**src/rtl/multicycle_controller_pkg.sv**
```systemverilog
// Shared encodings for the multi-cycle RV32 subset control FSM.
package multicycle_controller_pkg;

  localparam logic [6:0] OP_RTYPE = 7'b0110011;
  localparam logic [6:0] OP_ITYPE = 7'b0010011;
  localparam logic [6:0] OP_LOAD  = 7'b0000011;
  localparam logic [6:0] OP_STORE = 7'b0100011;

  localparam logic [1:0] ALUOP_ITYPE = 2'b00;
  localparam logic [1:0] ALUOP_ADD   = 2'b01;
  localparam logic [1:0] ALUOP_RTYPE = 2'b10;

  localparam logic [1:0] SRCB_RS2   = 2'b00;
  localparam logic [1:0] SRCB_FOUR  = 2'b01;
  localparam logic [1:0] SRCB_IMM   = 2'b10;

  localparam logic [1:0] CAUSE_NONE    = 2'b00;
  localparam logic [1:0] CAUSE_ILLEGAL = 2'b01;
  localparam logic [1:0] CAUSE_TIMEOUT = 2'b10;

  typedef enum logic [3:0] {
    ST_RST    = 4'd0,
    ST_FETCH  = 4'd1,
    ST_DECODE = 4'd2,
    ST_EXEC_R = 4'd3,
    ST_EXEC_I = 4'd4,
    ST_ADDR   = 4'd5,
    ST_MEM_RD = 4'd6,
    ST_MEM_WR = 4'd7,
    ST_WB_ALU = 4'd8,
    ST_WB_MEM = 4'd9,
    ST_TRAP   = 4'd10
  } state_e;

  // Instruction class captured in DECODE; ADDR uses it to pick load vs store.
  typedef enum logic [1:0] {
    CLS_NONE  = 2'd0,
    CLS_ALU   = 2'd1,
    CLS_LOAD  = 2'd2,
    CLS_STORE = 2'd3
  } op_class_e;

endpackage

```
**src/rtl/multicycle_controller_if.sv**
```systemverilog
// Controller <-> datapath/memory signal bundle.
interface multicycle_controller_if;
  logic [6:0] Opcode;
  logic       mem_ready;
  logic       PCWrite;
  logic       IRWrite;
  logic       IorD;
  logic       MemRead;
  logic       MemWrite;
  logic       ALUSrcA;
  logic [1:0] ALUSrcB;
  logic [1:0] ALUOp;
  logic       RegWrite;
  logic       MemtoReg;
  logic       retire;
  logic       trap;
  logic [1:0] trap_cause;
  logic [3:0] state_dbg;

  modport master (
    input  Opcode, mem_ready,
    output PCWrite, IRWrite, IorD, MemRead, MemWrite, ALUSrcA, ALUSrcB,
           ALUOp, RegWrite, MemtoReg, retire, trap, trap_cause, state_dbg
  );

  modport slave (
    output Opcode, mem_ready,
    input  PCWrite, IRWrite, IorD, MemRead, MemWrite, ALUSrcA, ALUSrcB,
           ALUOp, RegWrite, MemtoReg, retire, trap, trap_cause, state_dbg
  );
endinterface

```
**src/rtl/multicycle_controller_mem_wait_timer.sv**
```systemverilog
// Counts wait cycles of a pending memory request and flags a timeout.
// The count drops to zero whenever no request is pending or the request
// completes, so every FETCH/MEM_RD/MEM_WR visit starts from zero.
module mem_wait_timer #(
  parameter int MEM_TIMEOUT = 16,
  parameter int TIMEOUT_W   = 8
) (
  input  logic clk_i,
  input  logic rst_ni,
  input  logic active_i,
  input  logic ready_i,
  output logic timeout_o
);

  localparam bit                   ENABLE = (MEM_TIMEOUT != 0);
  localparam logic [TIMEOUT_W-1:0] LIMIT  = TIMEOUT_W'(MEM_TIMEOUT - 1);

  logic [TIMEOUT_W-1:0] cnt_q, cnt_d;

  // Next count: clear when idle or done, otherwise saturating increment.
  always_comb begin
    cnt_d = cnt_q;
    if (!active_i || ready_i) begin
      cnt_d = '0;
    end else if (cnt_q != '1) begin
      cnt_d = cnt_q + 1'b1;
    end
  end

  // Wait counter register.
  always_ff @(posedge clk_i or negedge rst_ni) begin
    if (!rst_ni) cnt_q <= '0;
    else         cnt_q <= cnt_d;
  end

  // A completing request in the final allowed cycle beats the timeout.
  assign timeout_o = ENABLE && active_i && !ready_i && (cnt_q == LIMIT);

endmodule

```
**src/rtl/multicycle_controller.sv**
```systemverilog
// Multi-cycle main control FSM for the RV32 R/I/load/store datapath.
module multicycle_controller
  import multicycle_controller_pkg::*;
#(
  parameter int MEM_TIMEOUT = 16,
  parameter int TIMEOUT_W   = 8
) (
  input  logic                    clk,
  input  logic                    rst_n,
  multicycle_controller_if.master bus
);

  state_e    state_q, state_d;
  op_class_e cls_q, cls_d;
  logic [1:0] cause_q, cause_d;
  logic       wait_active;
  logic       timeout;

  assign wait_active = (state_q == ST_FETCH) || (state_q == ST_MEM_RD) ||
                       (state_q == ST_MEM_WR);

  mem_wait_timer #(
    .MEM_TIMEOUT (MEM_TIMEOUT),
    .TIMEOUT_W   (TIMEOUT_W)
  ) u_timer (
    .clk_i     (clk),
    .rst_ni    (rst_n),
    .active_i  (wait_active),
    .ready_i   (bus.mem_ready),
    .timeout_o (timeout)
  );

  // State, opcode-class and trap-cause registers.
  always_ff @(posedge clk or negedge rst_n) begin
    if (!rst_n) begin
      state_q <= ST_RST;
      cls_q   <= CLS_NONE;
      cause_q <= CAUSE_NONE;
    end else begin
      state_q <= state_d;
      cls_q   <= cls_d;
      cause_q <= cause_d;
    end
  end

  // Next-state logic and state-decoded control outputs.
  always_comb begin
    state_d      = state_q;
    cls_d        = cls_q;
    cause_d      = cause_q;
    bus.PCWrite  = 1'b0;
    bus.IRWrite  = 1'b0;
    bus.IorD     = 1'b0;
    bus.MemRead  = 1'b0;
    bus.MemWrite = 1'b0;
    bus.ALUSrcA  = 1'b0;
    bus.ALUSrcB  = SRCB_RS2;
    bus.ALUOp    = ALUOP_ITYPE;
    bus.RegWrite = 1'b0;
    bus.MemtoReg = 1'b0;
    bus.retire   = 1'b0;
    bus.trap     = 1'b0;

    unique case (state_q)
      ST_RST: state_d = ST_FETCH;
      ST_FETCH: begin
        bus.MemRead = 1'b1;
        bus.ALUSrcB = SRCB_FOUR;
        bus.ALUOp   = ALUOP_ADD;
        bus.IRWrite = bus.mem_ready;
        bus.PCWrite = bus.mem_ready;
        if (bus.mem_ready) begin
          state_d = ST_DECODE;
        end else if (timeout) begin
          state_d = ST_TRAP;
          cause_d = CAUSE_TIMEOUT;
        end
      end
      ST_DECODE: begin
        case (bus.Opcode)
          OP_RTYPE: begin cls_d = CLS_ALU;   state_d = ST_EXEC_R; end
          OP_ITYPE: begin cls_d = CLS_ALU;   state_d = ST_EXEC_I; end
          OP_LOAD:  begin cls_d = CLS_LOAD;  state_d = ST_ADDR;   end
          OP_STORE: begin cls_d = CLS_STORE; state_d = ST_ADDR;   end
          default: begin
            state_d = ST_TRAP;
            cause_d = CAUSE_ILLEGAL;
          end
        endcase
      end
      ST_EXEC_R: begin
        bus.ALUSrcA = 1'b1;
        bus.ALUSrcB = SRCB_RS2;
        bus.ALUOp   = ALUOP_RTYPE;
        state_d     = ST_WB_ALU;
      end
      ST_EXEC_I: begin
        bus.ALUSrcA = 1'b1;
        bus.ALUSrcB = SRCB_IMM;
        bus.ALUOp   = ALUOP_ITYPE;
        state_d     = ST_WB_ALU;
      end
      ST_ADDR: begin
        bus.ALUSrcA = 1'b1;
        bus.ALUSrcB = SRCB_IMM;
        bus.ALUOp   = ALUOP_ADD;
        state_d     = (cls_q == CLS_STORE) ? ST_MEM_WR : ST_MEM_RD;
      end
      ST_MEM_RD: begin
        bus.IorD    = 1'b1;
        bus.MemRead = 1'b1;
        if (bus.mem_ready) begin
          state_d = ST_WB_MEM;
        end else if (timeout) begin
          state_d = ST_TRAP;
          cause_d = CAUSE_TIMEOUT;
        end
      end
      ST_MEM_WR: begin
        bus.IorD     = 1'b1;
        bus.MemWrite = 1'b1;
        bus.retire   = bus.mem_ready;
        if (bus.mem_ready) begin
          state_d = ST_FETCH;
        end else if (timeout) begin
          state_d = ST_TRAP;
          cause_d = CAUSE_TIMEOUT;
        end
      end
      ST_WB_ALU: begin
        bus.RegWrite = 1'b1;
        bus.retire   = 1'b1;
        state_d      = ST_FETCH;
      end
      ST_WB_MEM: begin
        bus.RegWrite = 1'b1;
        bus.MemtoReg = 1'b1;
        bus.retire   = 1'b1;
        state_d      = ST_FETCH;
      end
      ST_TRAP: bus.trap = 1'b1;
      default: state_d = ST_RST;
    endcase
  end

  assign bus.trap_cause = cause_q;
  assign bus.state_dbg  = state_q;

endmodule

```
**src/flat_wrapper.sv**
```systemverilog
// flat-port wrapper written by rule: the top's interface ports become plain ports
module multicycle_controller_flat import multicycle_controller_pkg::*;
#(
  parameter int MEM_TIMEOUT = 16,
  parameter int TIMEOUT_W   = 8
)
  (clk, rst_n, bus_Opcode, bus_mem_ready, bus_PCWrite, bus_IRWrite, bus_IorD, bus_MemRead, bus_MemWrite, bus_ALUSrcA, bus_ALUSrcB, bus_ALUOp, bus_RegWrite, bus_MemtoReg, bus_retire, bus_trap, bus_trap_cause, bus_state_dbg);
  multicycle_controller_if bus_i ();
  input  logic clk;
  input  logic rst_n;
  input wire logic [$bits(bus_i.Opcode)-1:0] bus_Opcode;
  input wire logic [$bits(bus_i.mem_ready)-1:0] bus_mem_ready;
  output wire logic [$bits(bus_i.PCWrite)-1:0] bus_PCWrite;
  output wire logic [$bits(bus_i.IRWrite)-1:0] bus_IRWrite;
  output wire logic [$bits(bus_i.IorD)-1:0] bus_IorD;
  output wire logic [$bits(bus_i.MemRead)-1:0] bus_MemRead;
  output wire logic [$bits(bus_i.MemWrite)-1:0] bus_MemWrite;
  output wire logic [$bits(bus_i.ALUSrcA)-1:0] bus_ALUSrcA;
  output wire logic [$bits(bus_i.ALUSrcB)-1:0] bus_ALUSrcB;
  output wire logic [$bits(bus_i.ALUOp)-1:0] bus_ALUOp;
  output wire logic [$bits(bus_i.RegWrite)-1:0] bus_RegWrite;
  output wire logic [$bits(bus_i.MemtoReg)-1:0] bus_MemtoReg;
  output wire logic [$bits(bus_i.retire)-1:0] bus_retire;
  output wire logic [$bits(bus_i.trap)-1:0] bus_trap;
  output wire logic [$bits(bus_i.trap_cause)-1:0] bus_trap_cause;
  output wire logic [$bits(bus_i.state_dbg)-1:0] bus_state_dbg;
  assign bus_i.Opcode = bus_Opcode;
  assign bus_i.mem_ready = bus_mem_ready;
  assign bus_PCWrite = bus_i.PCWrite;
  assign bus_IRWrite = bus_i.IRWrite;
  assign bus_IorD = bus_i.IorD;
  assign bus_MemRead = bus_i.MemRead;
  assign bus_MemWrite = bus_i.MemWrite;
  assign bus_ALUSrcA = bus_i.ALUSrcA;
  assign bus_ALUSrcB = bus_i.ALUSrcB;
  assign bus_ALUOp = bus_i.ALUOp;
  assign bus_RegWrite = bus_i.RegWrite;
  assign bus_MemtoReg = bus_i.MemtoReg;
  assign bus_retire = bus_i.retire;
  assign bus_trap = bus_i.trap;
  assign bus_trap_cause = bus_i.trap_cause;
  assign bus_state_dbg = bus_i.state_dbg;
  multicycle_controller #(.MEM_TIMEOUT(MEM_TIMEOUT), .TIMEOUT_W(TIMEOUT_W)) u_core (.clk(clk), .rst_n(rst_n), .bus(bus_i));
endmodule
```
**config.mk**
```make
export PLATFORM = sky130hd
export DESIGN_NAME = multicycle_controller_flat
export DESIGN_NICKNAME = d
export VERILOG_FILES = /design/src/rtl/multicycle_controller_pkg.sv /design/src/rtl/multicycle_controller_if.sv /design/src/rtl/multicycle_controller_mem_wait_timer.sv /design/src/rtl/multicycle_controller.sv /design/src/flat_wrapper.sv
export SDC_FILE = /design/constraint.sdc
export NUM_CORES = 1
export LEC_CHECK = 0
export BUFFER_PORTS_ARGS = -buffer_cell sky130_fd_sc_hd__buf_2
export CAP_MARGIN = 30
export CORE_MARGIN = 1.5
export CORE_UTILIZATION = 31
export CTS_CLUSTER_SIZE = 28
export DETAILED_ROUTE_END_ITERATION = 16
export GPL_ROUTABILITY_DRIVEN = 1
export SLEW_MARGIN = 15
export SYNTH_ARGS = -nofsm -noshare
export SYNTH_HDL_FRONTEND = slang
export SYNTH_SLANG_ARGS = --single-unit
```
**constraint.sdc**
```tcl
create_clock -name clk -period 3.57 [get_ports clk]
set_clock_uncertainty 0.2 [all_clocks]
set_input_delay 0.714 -clock clk [delete_from_list [all_inputs] [get_ports clk]]
set_output_delay 0.714 -clock clk [all_outputs]
set_load 0.02 [all_outputs]
```
; Word level (Yosys, flattened, before mapping)
; Cells that the tools add are included.
[totals]
regBits = 16
latchBits = 0
ramBits = 0
mem_bits_ro = 0
in_bits = 10
output_inout_bits = 20
wordCells = 75
mem_count = 0
[op_classes]
add_sub_neg = 1
multipliers = 0
n_div = 0
n_lt_le_gt_ge = 0
eq_ne = 20
n_shift = 0
mux = 25
bitwise = 0
reduce_logical = 25
[ops]
columns = op, count
row1 = 4-bit case mux with 8 select lines, 1
row2 = "4-bit by 3-bit equality test with 1-bit output, second input constant", 4
row3 = 4-bit two-way mux, 4
row4 = 8-bit two-way mux, 2
row5 = 2-bit OR reduction, 8
row6 = "7-bit by 6-bit equality test with 1-bit output, second input constant", 2
row7 = "4-bit equality test, second input constant", 3
row8 = 2-bit case mux with 2 select lines, 3
row9 = 4-bit case mux with 3 select lines, 1
row10 = 1-bit two-way mux, 9
row11 = 3-bit OR reduction, 3
row12 = "8-bit by 1-bit adder with 8-bit output, second input constant", 1
row13 = "4-bit by 2-bit equality test with 1-bit output, second input constant", 2
row14 = "8-bit by 4-bit equality test with 1-bit output, second input constant", 1
row15 = "8-bit != test, second input constant", 1
row16 = "7-bit by 2-bit equality test with 1-bit output, second input constant", 1
row17 = "7-bit by 5-bit equality test with 1-bit output, second input constant", 1
row18 = 2-bit two-way mux, 3
row19 = 2-bit case mux with 3 select lines, 1
row20 = "4-bit by 1-bit equality test with 1-bit output, second input constant", 1
row21 = 4-bit zero test, 1
row22 = "2-bit != test, second input constant", 2
row23 = 4-bit AND reduction, 1
row24 = 2-bit nonzero test, 2
row25 = other kinds (9), 13

; Longest topological paths before layout
; Gate-level depths: netlist of run 1.
[depth]
ltp_word = 8
depth_mapped = 6
ltp_nobuf = 5

; By module
; A second synthesis of run 1 with hierarchy kept.
[hier_totals]
hier_cells = 122
hier_area_um2 = 1109.8
[by_module_without_submodules]
columns = module, instances, cells_per_inst, area_each_um2, seq_area_each_um2
row1 = multicycle_controller, 1, 72, 650.6, 200.2
row2 = mem_wait_timer, 1, 50, 459.2, 200.2

; Worst setup path after synthesis of run 1
; Ideal clock, no wire load.
[synth_timing]
path_kind = register to output
startpoint = reg u_core.state_q[0], in the netlist u_core.bus.state_dbg[0]
endpoint = out bus_PCWrite
arrival_ps = 1938
required_time_ps = 2656
slack_ps = 718
stages_incl_launch_ff = 6
path_buffers = 2
cell_sequence = dfrtp_1 -> clkbuf_1 -> nand2b_1 -> nor3_1 -> and2_1 -> buf_4
[synth_via]
elab_chain_len = 2
[synth_rtl]
columns = element, line_no
row1 = "start, declared", multicycle_controller.sv:13  ; state_e state_q, state_d;
row2 = "start signal, assigned", multicycle_controller.sv:40  ; state_q <= state_d;
row3 = 4-bit by 1-bit equality test with 1-bit output, --
row4 = 1-bit two-way mux, --
row5 = "end, declared", flat_wrapper.sv:13  ; output wire logic [$bits(bus_i.PCWrite)-1:0] bus_PCWrite;
; No other way between the ends.

; Worst setup path in the final report of run 1
[layout_timing]
startpoint = reg u_core.state_q[1], in the netlist u_core.bus.state_dbg[1]
endpoint = out bus_PCWrite
[layout_via]
elab_chain_len = 2
[layout_rtl]
columns = element, line_no
row1 = 4-bit by 1-bit equality test with 1-bit output, multicycle_controller.sv:64  ; unique case (state_q)
row2 = 1-bit two-way mux, multicycle_controller.sv:64
; No other way between the ends.

==> impl_metrics.ini, run 1 <==
[cts]
clk_latency_ns = 0.28
htreeDepth = 1
cts_root_buf = clkbuf_4
cts_setup_buffers = 0
cts_tree = yes
postCtsResizedCells = 0
cts_buffers = 3
clock_sink_count = 16
path_clk_slew_ns = 0.10
holdBufCountCts = 0
cts_buffer_depth = 2

[floorplanning]
dieWidth_um = 60.6
die_height_um = 60.6
start_util_pct = 33.1
ios = 30
num_rows = 20
die_area_um2 = 3670
core_region_area_um2 = 3100

[sta]
setup_viol_count_final = 0
fmax_mhz = 382
finalCriticalPeriod_ns = 2.62
drv_slew = 0
slew_headroom_pct = 61.6
final.setup.worst_slack_ns = 0.950
worst_pin_slew_ns = 0.568
hold_violations = 0
tns_ns = 0
post-route-period-util_pct = 73.4
rsz0062_at_grt = no

[worst_setup_path]
reg2reg_depth = 3
crit_family = simple AND/OR/NAND/NOR gates
worst_r2r_endpoint = u_core.cls_q[1]
worst-path-max-fanout = 16
cp-start-kind = register
cp_num_buf_inv = 1
critPathRequiredTime_ns = 2.66
r2r_slack_ns = 1.40
crit_path_max_incr_delay_ns = 0.53
crit_path_top_delay_cell = dfrtp_1
endpoint_kind = output pin
cp.arrival_ns = 1.71
path_class = reg2out
r2r_start = u_core.bus.state_dbg[1]
crit_chain = nand2b_1 > nor3_1 > and2_1 > buf_2

[finish]
antenna_cells = 0
final_cell_mix = buf_2 (29), nor2_1 (17), dfrtp_1 (16)
area.growth.synth_to_final_pct = 18.2
fillers = 339
fin_nets = 156
final_common_cell = buf_2
layout-drive-gt1-share_pct = 27.1

[routing]
wl_per_cell_um = 12.0
drc = 0
wirelength_um = 2260
dr.pass1.iters = 5
via_count = 953
vias_per_cell = 5.07
ant_nets = 0
first_iter_violations = 45

[power_and_ir_drop]
p_sw_mw = 0.306
pwr-share-seq_pct = 38.5
power_leakage_nw = 0.607
power-per-cell-area_nw_per_um2 = 575
clkPwrFrac_pct = 17.2
comb_power_share_pct = 44.3
switching_share_pct = 43.8
p_int_mw = 0.393
ir_drop_mv = 0.193

[flow_run]
maxCapViolations = 0

[global_route]
grt_pass1_wl_um = 3770
overflow = 0
grt_antenna_before_repair = 0
grt_pass1_vias = 819
track_usage_pct = 13.6
grt_max_degree = 17

[yosys]
synthCells = 120
synth.distinct_cells = 42
syn-num-nets = 131
synth-main-ff-cell = dfrtp_1
synth_area_leader_cell = dfrtp_1
synth_enable_flop_cells = 0
synth-warning-count = 0
async_reset_ff_share_pct = 100
syn_avg_cell_area_um2 = 8.57
ys_ff_latch = 16
syn-cell-area_um2 = 1030
synth_area_leaders = dfrtp_1 (39%), nor2_1 (6.2%), and3_1 (3.0%), nand2_1 (2.9%), a21oi_1 (2.4%)
ys_seq_area_share_pct = 38.9
synth.top_cell.area_share_pct = 38.9

[placement]
gp_congestion = 0.745
hpwl_um = 1660
io_buffers = 29
pre_cts_ws_ns = 1.27

[worst_hold_path]
hold_class = in2async

[status]
status = completed
[stage by stage]
stage                     instances  hold WS (ns)  instance area, µm²  utilization [%]  total power, mW
final                           188         0.130                1220             39.2            0.699
after global routing            188         0.138                1220             39.2            0.750
after CTS                       188         0.127                1220             39.2            0.708
after detailed placement        184         0.262                1180             38.0            0.583
after global placement          184         0.265                1180             38.0            0.575
after floorplan                 120         0.218                1030                -            0.498
[worst register-to-register path: stages, from the launching register on]
cell	delay, ns
dfrtp_1	0.59
nor4b_1	0.54
and4bb_2	0.38
mux2_2	0.35
[Yosys cell counts, drive strengths merged, types with 2 or more instances]
master	count
a21o	2
nand2	8
and2	3
a31oi	3
dfrtp	16
buf	5
xnor2	2
and3	5
nor2b	2
a21oi	5
o22ai	2
inv	2
clkbuf	4
nand2b	4
nand4	2
or2	2
nor4	3
nor2	18
nand3	5
a211oi	2
nor3b	3
nor3	5
[metal layers]
layer / share of wire, % / vias up / GRT usage [%] / routed length, µm
met5: 0 / - / 0 / 0
met3: 4.1 / 2 / 1.92 / 93
met2: 43 / 24 / 20.7 / 969
met1: 52 / 440 / 19.5 / 1170
met4: 0.84 / 0 / 5.59 / 19
li1: - / 487 / - / -
[flip-flops by register name, summed over array words and instances, names as in the netlist]
register / cells
u_core.cls_q: 2
u_core.bus.trap_cause: 2
u_core.u_timer.cnt_q: 8
u_core.bus.state_dbg: 4
[cell families (layout without fill, tap and decap cells)]
kind of cell	count (synthesis)	in the layout	share of synthesized area (%)
buffers and inverters	11	35	5.47
AND/OR/NAND/NOR	66	66	35.9
XOR/XNOR	2	2	1.70
flip-flops	16	16	38.9
multiplexers	2	2	2.07
adder cells (fa/ha/maj)	1	1	1.22
AO/OA/AOI/OAI	22	22	14.7
[final cells by class]
class	instances	area [µm²]	area share, %
inverters	2	7.51	0.617
clock buffers	4	36.3	2.98
repair buffers	29	145	11.9
well taps	44	55.1	4.53
flip-flops and latches	16	400	32.9
multi-input cells	93	572	47.0
[power by group through the flow]
stage	logic (mW)	clock network, mW	registers, mW
after floorplan	0.241	0	0.257
after global placement	0.307	0	0.268
after detailed placement	0.311	0	0.271
after CTS	0.313	0.128	0.268
after global routing	0.338	0.134	0.277
final	0.310	0.120	0.269
[worst max-delay path by stage]
stage / startpoint / end / slack [ns] / cells after the start
2_1_floorplan: u_core.bus.state_dbg[0] / bus_PCWrite / 0.72 / 5
3_3_place_gp: u_core.bus.state_dbg[1] / bus_IRWrite / 1.34 / 4
3_5_place_dp: u_core.bus.state_dbg[1] / bus_PCWrite / 1.27 / 4
4_1_cts: u_core.bus.state_dbg[1] / bus_PCWrite / 0.94 / 4
5_1_grt: u_core.bus.state_dbg[1] / bus_IRWrite / 0.80 / 4
6_report: u_core.bus.state_dbg[1] / bus_PCWrite / 0.95 / 4
No activity file was read; power rests on OpenSTA's default activity.
==> inputs of run 2 (changes only) <==
Clock period 3.57 ns to 2.3 ns, I/O delays scaled along.
==> impl_metrics.ini, run 2 (same netlist as run 1, synthesis figures left out) <==
[sta]
worst_pin_slew_ns = 0.396
fmax_mhz = 445
drv_slew = 0
finalCriticalPeriod_ns = 2.25
tns_ns = 0
slew_headroom_pct = 73.3
hold-worst-slack_ns = 0.234
final.setup.worst_slack_ns = 0.0515
hold_violations = 0
setup_viol_count_final = 0
post-route-period-util_pct = 97.8

[cts]
clk_latency_ns = 0.30
cts_tree = yes
cts_buffers = 3
htreeDepth = 1
cts_buffer_depth = 2
clock_sink_count = 16
cts_root_buf = clkbuf_4
path_clk_slew_ns = 0.10

[status]
status = completed

[finish]
largest_register_ffs = 8
stdcell_count = 198
final_cell_mix = buf_2 (29), nor2_1 (17), dfrtp_1 (13)
layout-drive-gt1-share_pct = 33.8
fin_util_pct = 42.3
area.growth.synth_to_final_pct = 27.6
antenna_cells = 0
final_common_cell = buf_2
top_register = u_core.u_timer.cnt_q
stdcell_area_um2 = 1310
fin_nets = 166

[placement]
dp_cells = 188
io_buffers = 29
place_area_um2 = 1220
pre_cts_ws_ns = 0.234
gp_congestion = 0.771
hpwl_um = 1760

[global_route]
grt_pass1_wl_um = 4060
grt_pass1_vias = 937
grt_antenna_before_repair = 0
grt_max_degree = 17
track_usage_pct = 14.8
overflow = 0

[routing]
via_count = 1000
vias_per_cell = 5.05
drc = 0
wl_met3_um = 123
wl_per_cell_um = 12.1
wl_met2_um = 1120
first_iter_violations = 40
wirelength_um = 2400
top_layer = met4
ant_nets = 0
dr.pass1.iters = 4
met1Wirelength_um = 1100

[worst_setup_path]
critPathRequiredTime_ns = 1.64
cp_num_buf_inv = 2
cp-start-kind = register
path_class = reg2out
worst-path-max-fanout = 10
cp.arrival_ns = 1.59
crit_path_top_delay_cell = dfrtp_2
endpoint_kind = output pin
crit_path_max_incr_delay_ns = 0.50
crit_family = flip-flops
crit_chain = buf_6 > nor2b_1 > and3_1 > a21o_1 > buf_2

[floorplanning]
core_region_area_um2 = 3100
num_rows = 20
die_height_um = 60.6
ios = 30
start_util_pct = 33.1
die_area_um2 = 3670
dieWidth_um = 60.6

[power_and_ir_drop]
total_power_mw = 1.17
power_leakage_nw = 0.656
ir_drop_mv = 0.235
power-per-cell-area_nw_per_um2 = 894

[worst_hold_path]
hold_class = in2reg

[flow_run]
maxCapViolations = 0
run 2: cell types whose count changed in the layout (fill, tap and decap cells not counted):
cell,before,now
dfrtp_2,0,3
buf_6,0,1
nor3_1,5,4
buf_4,0,8
dfrtp_1,16,13
nor3_4,0,1
dlygate4sd3_1,0,1
run 2: report_power, final:
part	switching [mW]	internal [mW]
registers	0.0591	0.330
clock network	0.0929	0.0966
logic	0.350	0.246
total	0.502	0.672
run 2: layout make-up:
type	instances	area, µm²
Sequential cell	16	404
Multi-Input combinational cell	93	583
Inverter	2	7.51
Clock buffer	4	36.3
Timing Repair Buffer	39	226
Tap cell	44	55.1
Fill cell	345	1790
run 2: worst register-to-register path: cells and delay by family (launching register included):
| family | cells | cell delay, ns |
|---|---|---|
| AND/OR/NAND/NOR | 2 | 0.58 |
| buffers and inverters | 2 | 0.33 |
| multiplexers | 1 | 0.34 |
| flip-flops | 1 | 0.42 |
run 2: path summary, 6_finish.rpt:
| path | slack, ns | depth (start not counted) | endpoint | from |
|---|---|---|---|---|
| min in group asynchronous | 0.40 | 2 | u_core.cls_q[1] | rst_n |
| max reg2reg | 0.32 | 5 | u_core.cls_q[1] | u_core.bus.state_dbg[3] |
| max | 0.05 | 5 | bus_retire | u_core.bus.state_dbg[2] |
| min | 0.23 | 3 | u_core.bus.state_dbg[0] | bus_Opcode[5] |
| min reg2reg | 0.30 | 1 | u_core.bus.trap_cause[1] | u_core.bus.trap_cause[1] |
| max in group asynchronous | 1.20 | 2 | u_core.bus.state_dbg[1] | rst_n |
run 2: repair_timing:
item                       4_1_cts  5_1_grt
hold endpoints to repair        16        0
hold buffers                     1        0
setup buffers                    0        5
gates resized for setup          1        3
setup endpoints to repair        2        6
run 2: per-layer routing:
metal	up-vias	track usage, %
met5	-	0
met4	0	8.39
met3	4	1.92
met2	35	22.9
met1	458	19.9
li1	503	-
